===== src/rtl/sram_ctrl.sv =====
// Asynchronous-SRAM controller: turns a single CPU load/store request into a timed SRAM strobe sequence.
// Latency: read stalls WAIT_CYCLES+1 cycles (data valid in DONE), write stalls WAIT_CYCLES+2 cycles.
// Backpressure: stall_o holds the requester from the request cycle until the access leaves WREC/READ.
module sram_ctrl #(
    parameter int WAIT_CYCLES = 2
) (
    input  logic        clk,
    input  logic        rst,
    input  logic [31:0] cpu_addr_i,
    input  logic [31:0] cpu_data_i,
    input  logic        cpu_ce_n_i,
    input  logic        cpu_we_n_i,
    input  logic        cpu_oe_n_i,
    input  logic [3:0]  cpu_be_n_i,
    output logic [31:0] cpu_data_o,
    output logic        stall_o,
    output logic [19:0] sram_addr_o,
    input  logic [31:0] sram_dq_i,
    output logic [31:0] sram_dq_o,
    output logic        sram_dq_oe_o,
    output logic        sram_ce_n_o,
    output logic        sram_oe_n_o,
    output logic        sram_we_n_o,
    output logic [3:0]  sram_be_n_o
);

    typedef enum logic [2:0] {
        IDLE  = 3'd0,
        READ  = 3'd1,
        WRITE = 3'd2,
        WREC  = 3'd3,
        DONE  = 3'd4
    } state_t;

    // Strobe phases count down from WAIT_CYCLES-1 to 0, so the phase lasts WAIT_CYCLES cycles.
    localparam logic [3:0] CNT_LOAD = 4'(WAIT_CYCLES - 1);

    state_t      state;
    logic [3:0]  cnt;
    logic [19:0] addr_q;
    logic [31:0] data_q;
    logic        req;

    // Only word-address bits 21:2 reach the SRAM; the rest of the byte address is ignored.
    logic unused_addr_bits;
    assign unused_addr_bits = ^{cpu_addr_i[31:22], cpu_addr_i[1:0]};

    // A request needs the select plus at least one strobe; select alone is a no-op.
    assign req = ~cpu_ce_n_i & (~cpu_we_n_i | ~cpu_oe_n_i);

    // Captured address and data feed the SRAM directly so they stay stable through WREC hold time.
    assign sram_addr_o = addr_q;
    assign sram_dq_o   = data_q;

    // Hold the pipeline from the request cycle until the SRAM access (and write recovery) is over.
    always_comb begin
        stall_o = 1'b0;
        case (state)
            IDLE:              stall_o = req;
            READ, WRITE, WREC: stall_o = 1'b1;
            default:           stall_o = 1'b0;
        endcase
    end

    // Access sequencer; every SRAM-facing output is a flop updated on the state transition into its phase.
    always_ff @(posedge clk or posedge rst) begin
        if (rst) begin
            state        <= IDLE;
            cnt          <= 4'd0;
            addr_q       <= 20'd0;
            data_q       <= 32'd0;
            cpu_data_o   <= 32'd0;
            sram_ce_n_o  <= 1'b1;
            sram_oe_n_o  <= 1'b1;
            sram_we_n_o  <= 1'b1;
            sram_be_n_o  <= 4'b1111;
            sram_dq_oe_o <= 1'b0;
        end else begin
            case (state)
                IDLE: begin
                    if (req) begin
                        addr_q      <= cpu_addr_i[21:2];
                        data_q      <= cpu_data_i;
                        sram_be_n_o <= cpu_be_n_i;
                        cnt         <= CNT_LOAD;
                        sram_ce_n_o <= 1'b0;
                        // Write has priority when both strobes are low.
                        if (!cpu_we_n_i) begin
                            state        <= WRITE;
                            sram_we_n_o  <= 1'b0;
                            sram_dq_oe_o <= 1'b1;
                        end else begin
                            state       <= READ;
                            sram_oe_n_o <= 1'b0;
                        end
                    end
                end
                READ: begin
                    if (cnt == 4'd0) begin
                        cpu_data_o  <= sram_dq_i;
                        state       <= DONE;
                        sram_ce_n_o <= 1'b1;
                        sram_oe_n_o <= 1'b1;
                        sram_be_n_o <= 4'b1111;
                    end else begin
                        cnt <= cnt - 4'd1;
                    end
                end
                WRITE: begin
                    if (cnt == 4'd0) begin
                        // Release WE first; CE, data and bus drive stay one more cycle for hold time.
                        state       <= WREC;
                        sram_we_n_o <= 1'b1;
                    end else begin
                        cnt <= cnt - 4'd1;
                    end
                end
                WREC: begin
                    state        <= DONE;
                    sram_ce_n_o  <= 1'b1;
                    sram_dq_oe_o <= 1'b0;
                    sram_be_n_o  <= 4'b1111;
                end
                DONE: begin
                    // The requester advances on this edge; its inputs are not looked at here.
                    state <= IDLE;
                end
                default: begin
                    state <= IDLE;
                end
            endcase
        end
    end

endmodule


===== config.mk =====
export PLATFORM = sky130hd
export DESIGN_NAME = sram_ctrl
export DESIGN_NICKNAME = d
export VERILOG_FILES = /design/src/rtl/sram_ctrl.sv
export SDC_FILE = /design/constraint.sdc
export NUM_CORES = 1
export LEC_CHECK = 0
export ABC_CLOCK_PERIOD_IN_PS = 6300
export CAP_MARGIN = 20
export CORE_MARGIN = 2
export CORE_UTILIZATION = 44
export CTS_CLUSTER_SIZE = 12
export DETAILED_ROUTE_END_ITERATION = 8
export GPL_ROUTABILITY_DRIVEN = 0
export GPL_TIMING_DRIVEN = 0
export PLACE_DENSITY_LB_ADDON = 0.12
export SYNTH_ARGS = -nofsm -noshare
export SYNTH_HDL_FRONTEND = slang
export SYNTH_SLANG_ARGS = --single-unit
export TNS_END_PERCENT = 20

===== constraint.sdc =====
create_clock -name clk -period 6.3 [get_ports clk]
set_clock_uncertainty 0.05 [all_clocks]
set_input_delay 0.945 -clock clk [delete_from_list [all_inputs] [get_ports clk]]
set_output_delay 0.945 -clock clk [all_outputs]
set_load 0.1 [all_outputs]

== Yosys cells after proc, flatten, opt, wreduce, memory -nomap -nowiden ==
Index checks and enable logic that the tools add are counted.

* Register bits: 99
* Input port bits: 105

* Add/subtract/negate cells: 1
* Equality and inequality tests: 9
* Muxes and demuxes: 24
* Bitwise gates (word level): 5
* Reductions and logical operators: 17

{| class="wikitable"
|+ Operators with widths
! kind !! number
|-
| 2-to-1 mux 4 bit || 4
|-
| != test 2 bit, second input constant || 6
|-
| case mux 3 bit (4 select lines) || 1
|-
| case mux 4 bit (3 select lines) || 1
|-
| AND reduction 3 bit || 4
|-
| 2-to-1 mux 3 bit || 3
|-
| 2-to-1 mux 1 bit || 8
|-
| case mux 1 bit (2 select lines) || 4
|-
| case mux 4 bit (2 select lines) || 1
|-
| AND reduction 4 bit || 2
|-
| nonzero test 2 bit || 4
|-
| equality test 3 x 2 -> 1 bit, second input constant || 2
|-
| logical NOT 4 bit || 1
|-
| AND reduction 2 bit || 2
|-
| subtractor 4 x 1 -> 4 bit, second input constant || 1
|-
| equality test 3 x 1 -> 1 bit, second input constant || 1
|-
| logical NOT 3 bit || 1
|-
| NOT 1 bit || 3
|-
| case mux 1 bit (3 select lines) || 1
|-
| nonzero test 3 bit || 1
|-
| OR reduction 3 bit || 1
|-
| 2-to-1 mux 2 bit || 1
|-
| OR reduction 2 bit || 1
|-
| AND 1 bit || 1
|-
| bitwise OR 1 bit || 1
|}

== Longest topological paths before layout ==
* Depth in word-level cells: 5
* Gate-level depth with buffers: 7

== Least setup slack after synthesis ==
Ideal clock, no wire load.

* Path kind: input -> output
* From: input port cpu_we_n_i
* To: output port stall_o
* Arrival: 2459 ps
* Required time: 5305 ps
* Path slack: 2846 ps
* Stages on the path: 3
* Buffers on the path: 0
* Cells stage by stage: a21oi_1 nor3_1 nor2_1

* Cells in the longest elaborated chain, start to end: 4

{| class="wikitable"
|+ Ends and longest elaborated chain
! element !! RTL line !! text
|-
| start, declared || 12 || <nowiki>input logic cpu_we_n_i,</nowiki>
|-
| NOT 1 bit || 49 || <nowiki>assign req = ~cpu_ce_n_i & (~cpu_we_n_i | ~cpu_oe_n_i);</nowiki>
|-
| bitwise OR 1 bit || 49 ||
|-
| AND 1 bit || 49 ||
|-
| case mux 1 bit (2 select lines) || 58 || <nowiki>case (state)</nowiki>
|-
| end, declared || 16 || <nowiki>output logic stall_o,</nowiki>
|}

Every way passes these cells.

== Worst setup path in the final report ==
Same ends and word-level chain as after synthesis.

==> impl_results.md <==
- Outcome: complete, no violations
- First-pass GRT wire length: about 15,000 um
- Final min period: between 4 and 5 ns
- Largest net degree at the start of global routing: 72
- Commonest non-fill, non-tap cell in the layout: clkdlybuf4s50_1
- WP data arrival: 3.14 ns
- Post-DP HPWL: about 7400 um
- Max cap viols: 0
- Die H: slightly above 100 um
- Fmax: about 240 MHz
- Area growth from synthesis to layout: 53.7%
- RSZ-0062 raised after global routing: no
- Number of global-route vias before repair: between 2,000 and 3,000
- Register area: around 0.0025 mm2
- TritonRoute pass-1 iters: 4
- Most frequent cells in the layout: clkdlybuf4s50_1, dfrtp_1, mux2_2, mux2_4, nor2_1
- Ys async rst share: 1.00
- Share of post-route cells with drive strength above 1: 0.258
- Core area: 0.00915 mm2
- Nets: about 570
- Critical path data required time: 5.30 ns
- Placed cells: around 560
- Layout Cells excl Fill: 576
- Post-synth top flop: dfrtp_1
- Area of placed instances: roughly 0.0061 mm2
- Hold path start: sram_we_n_o$_DFFE_PP1P_
- N_diodes: 0
- Synth Warn #: 0
- H-Tree Depth: 3
- Fin crit share: 0.656
- Register area share after synthesis: 0.607
- Clk slew on worst S/H paths: ~0.08 ns
- Area of the multi-input gates: approximately 0.0015 mm2
- Crit Path Class: in -> out
- HP Class: reg -> reg
- Setup crit end kind: output port
- Number of post-CTS setup repair buffers: 0
- IO Port Bufs: between 150 and 200
- Gr usage total: 0.200
- Clock Latency Late Sink: approximately 0.36 ns
- Syn nets: 370
- ANT nets after route: 0
- Clock sink count: between 90 and 100
- FF-to-FF End: cpu_data_o[15]$_DFFE_PP0P_
- Setup crit start kind: primary input
- Setup TNS: 0 ns
- CTS buffer count: 9
- Clock Tree Buf Depth: 2
- Synthesized instance count: 264
- Worst reg2reg path startpoint: cnt[0]$_DFFE_PP0P_
- Design Area, Final: about 0.0063 mm2
- R2r setup slk: about 4.0 ns
- Fin. max-slew vios: 0
- Row cnt: 35
- Worst-path fanout max: 5
- Avg Inst Size Synth: roughly 16 um2
- Hold Path End: sram_we_n_o$_DFFE_PP1P_
- Post-synthesis cell type count: 39
- Filler cells: 696
- Total Wirelength: roughly 10000 um
- Final Setup Violations: 0
- Clock root buffer: clkbuf_8
- DR iter-0 viols: 43
- Gr ovfl total: 0
- Vias/cell: between 4 and 5
- Slew margin rel.: 0.320
- Ports: roughly 200
- TritonCTS clock tree: built
- WHS Path Cells: 1
- Die W: 101 um
- Effective utilization at floorplan: 0.448
- Synthesized area: a little over 0.004 mm2
- Flops & latches, synth: between 90 and 100
- Worst Tran Pin Value: approximately 1 ns
- CTS resizes: 0
- EDFF count, synth: 0
- Vias: ~2,900
- WL per Instance: roughly 17 um
- Initial antenna violation count: 0
- Total Die Area: slightly above 0.01 mm2
- Hold buffer count at CTS: 0
- Final Hold Violating Endpoints: 0
- DRC Markers: 0
- Worst R2R Path Depth: 7
-- worst max path at each step --
stage                from                         to  slack [ns]
2_1_floorplan         rst         cnt[0]$_DFFE_PP0P_        2.73
3_3_place_gp          rst  cpu_data_o[0]$_DFFE_PP0P_        1.23
3_5_place_dp   cpu_we_n_i                    stall_o        2.19
4_1_cts        cpu_we_n_i                    stall_o        2.18
5_1_grt        cpu_we_n_i                    stall_o        2.08
6_report       cpu_we_n_i                    stall_o        2.17
-- registers in the layout (all words and copies together), names as in the netlist --
| register | cells |
|---|---|
| cnt | 4 |
| cpu_data_o | 32 |
| sram_addr_o | 20 |
| sram_be_n_o | 4 |
| sram_ce_n_o | 1 |
| sram_dq_o | 32 |
| sram_dq_oe_o | 1 |
| sram_oe_n_o | 1 |
| sram_we_n_o | 1 |
| state | 3 |
-- Yosys cell counts (all sizes together) (2+ instances only) --
cell / count / area, um2
nor2: 10 / 37.5
dfstp: 7 / 184
a211oi: 2 / 27.5
o2bb2ai: 2 / 17.5
mux2: 85 / 1070
o22a: 4 / 35.0
inv: 10 / 37.5
dfrtp: 92 / 2300
nor3: 3 / 15.0
buf: 11 / 106
o21ai: 2 / 10.0
a21oi: 6 / 30.0
mux2i: 5 / 50.1
nor2b: 2 / 12.5
nand2: 3 / 11.3
-- routing by layer --
metal  GRT usage  wire length (um)  vias to the layer above  share of wire
met5           0                 0                        -              0
met4      0.0601               114                        0          0.012
met3      0.0624               792                       10          0.080
met2       0.330              4830                      123           0.49
met1       0.255              4160                     1417           0.42
li1            -                 -                     1321              -
-- final cells by class --
cell class	count	area share
plain buffers	12	0.0175
flip-flops and latches	99	0.395
inverters	10	0.00635
repair buffers	186	0.298
well taps	111	0.0220
multi-input cells	143	0.233
clock inverters	5	0.00854
clock buffers	10	0.0203
-- critical path: stages --
cell and delay, ns:
clkdlybuf4s50_1 0.53, a21oi_1 0.33, nor3_1 0.10, nor2_1 0.10, clkdlybuf4s50_1 1.14
-- cell families after synthesis --
kind of cell | Yosys count | share of synthesized area
flip-flops | 99 | 0.607
multiplexers | 90 | 0.272
AND/OR/NAND/NOR | 27 | 0.0345
AO/OA/AOI/OAI | 24 | 0.0455
buffers and inverters | 22 | 0.0360
XOR/XNOR | 1 | 0.00214
adder cells (fa/ha/maj) | 1 | 0.00305
-- through the flow --
| step | hold WS [ns] | setup slack (ns) | util |
|---|---|---|---|
| final | 0.441 | 2.17 | 0.688 |
| after global routing | 0.466 | 2.08 | 0.688 |
| after CTS | 0.445 | 2.18 | 0.688 |
| after detailed placement | 0.431 | 2.19 | 0.669 |
| after global placement | 0.424 | 1.23 | 0.665 |
| after floorplan | 0.435 | 2.73 | - |
Power is not shown: default switching activity piles up to over one toggle a cycle in this logic, so the estimate is an artifact.
==> patch, RTL diff (config.mk and constraints unchanged) <==
The 5 states of `state_t` get a one-hot encoding in 5 bits.
--- a/src/rtl/sram_ctrl.sv
+++ b/src/rtl/sram_ctrl.sv
@@ -25,10 +25,10 @@
 );
 
-    typedef enum logic [2:0] {
-        IDLE  = 3'd0,
-        READ  = 3'd1,
-        WRITE = 3'd2,
-        WREC  = 3'd3,
-        DONE  = 3'd4
+    typedef enum logic [4:0] {
+        IDLE  = 5'b00001,
+        READ  = 5'b00010,
+        WRITE = 5'b00100,
+        WREC  = 5'b01000,
+        DONE  = 5'b10000
     } state_t;
 
Formal check against the unedited RTL: same outputs for any inputs over 4 cycles, from zero or initial values and one cycle with rst high; so few cycles prove little.
==> patch against the original RTL <==
- sequential share of layout area is 0.47 points higher
- sequential cell count grew 2
- cell area is 0.87% higher
- routed wire length up 1.3%
- non-clock buffer count rose by 5
- synthesized area increased by 0.79%
- critical path depth is 1 higher
- setup slack got worse by 0.28 ns
- critical path type unchanged
Power is left out: the tool's default activity adds up to more than one toggle a clock period on the data nets, which glitch-free logic cannot reach.
==> patch: results (changes against the original RTL) <==
Detailed routing
  • Routed WL per cell: 14.7 um (was 17.2 um)
  • Iteration-0 DRC Markers: 87 (was 43)
  • Via count: 3284 (was 2871)
  • First-pass DRT Iterations: 5 (was 4)

Critical path
  • R2r endpoint: sram_be_n_o[1] (was cpu_data_o[15])
  • Critical R2R Launch: state[0] (was cnt[0])
  • Worst path max stage delay: 1.16 ns (was 1.14 ns)
  • R2R depth: 4 (was 7)
  • Critical Path AT: 3.42 ns (was 3.14 ns)
  • Reg2Reg Setup Slack: 4.14 ns (was 4.01 ns)

Finish
  • Final Non-Filler Cells: 681 (was 576)
  • Fraction of area in registers: 39.9% (was 39.5%)
  • Fraction of layout instances using a drive strength above 1: 13.2% (was 25.8%)
  • Multi-input combinational area share: 22.8% (was 23.3%)
  • Clock-cell share: 3.21% (was 2.88%)
  • Repair and plain buffers: 203 (was 198)
  • Comb_multi_in: 246 (was 143)
  • Data buffer area share: 31.6% (about the same)
  • Non-clk invs: 4 (was 10)
  • Cell area after layout: 6360 um2 (was 6300 um2)

Logic synthesis
  • Synth unique cells: 40 (was 39)
  • Seq/Total Area, Yosys: 61.4% (was 60.7%)
  • Post-Synth XOR/XNOR Area: 0% (was 0.214%)
  • Fraction of synthesized area in multiplexers: 11.7% (was 27.2%)
  • Synth top area cells: dfrtp_1 56%, nand2_1 15%, mux2_4 11% (was dfrtp_1 56%, mux2_2 15%, mux2_4 11%)
  • Compound-Gate Fraction of Synth Area: 4.06% (was 4.55%)
  • Synth Area in Adders: 0.303% (was 0.305%)
  • Most frequent cells after synthesis: 163 x nand2_1, 93 x dfrtp_1, 30 x mux2_4, 8 x buf_2, 8 x dfstp_2 (was 92 x dfrtp_1, 56 x mux2_2, 29 x mux2_4, 10 x inv_1, 10 x nor2_1)
  • Mapped Nets: 474 (was 370)

Place
  • DP Worst Slack: 1.90 ns (was 2.19 ns)
  • Cells after DPL: 665 (was 561)
  • Placed cell areas: 6150 um2 (was 6120 um2)
  • DP HPWL: 7.32 mm (was 7.39 mm)

Clock tree
  • Clock sinks: 101 (was 99)
  • Root Driver: clkbuf_8 (unchanged)

Hold path
  • Hold path cells: 2 (was 1)
  • HP Class: reg -> reg (unchanged)
  • WHS Endpoint: sram_dq_o[28] (was sram_we_n_o)

Run status
  • Status: complete, no violations (unchanged)

Timing
  • Tightest Pin Transition: 1.02 ns (about the same)
  • Hold slack: 0.430 ns (was 0.441 ns)

Global routing
  • First-pass GRT wire length: 16.2 mm (was 15.5 mm)
  • Largest net degree at the start of global routing: 58 (was 72)
  • Total GRT Usage: 20.1% (was 20.0%)
[patch: metal layers]
layer	vias to the layer above	GRT usage (%)	share of wire, %	wire (um)
li1	1577	-	-	-
met1	1550	27.1	44	4440
met2	144	29.9	44	4420
met3	13	7.56	10	1040
met4	0	6.76	1.3	126
met5	-	0	0	0
[patch: kinds of logic (layout without fill, tap and decap cells)]
family,after synthesis,in the layout
buffers and inverters,21,223
multiplexers,33,33
AO/OA/AOI/OAI,24,24
flip-flops,101,101
AND/OR/NAND/NOR,188,188
adder cells (fa/ha/maj),1,1
[patch: how the worst max path moves through the flow]
stage	start	to	slack [ns]	cells after the start
global placement	rst	sram_addr_o[9]	1.19	2
finish	cpu_we_n_i	stall_o	1.88	6
detailed placement	cpu_we_n_i	stall_o	1.90	6
CTS	cpu_we_n_i	stall_o	1.90	6
global route	cpu_we_n_i	stall_o	1.76	6
floorplan	state[4]	stall_o	2.33	2
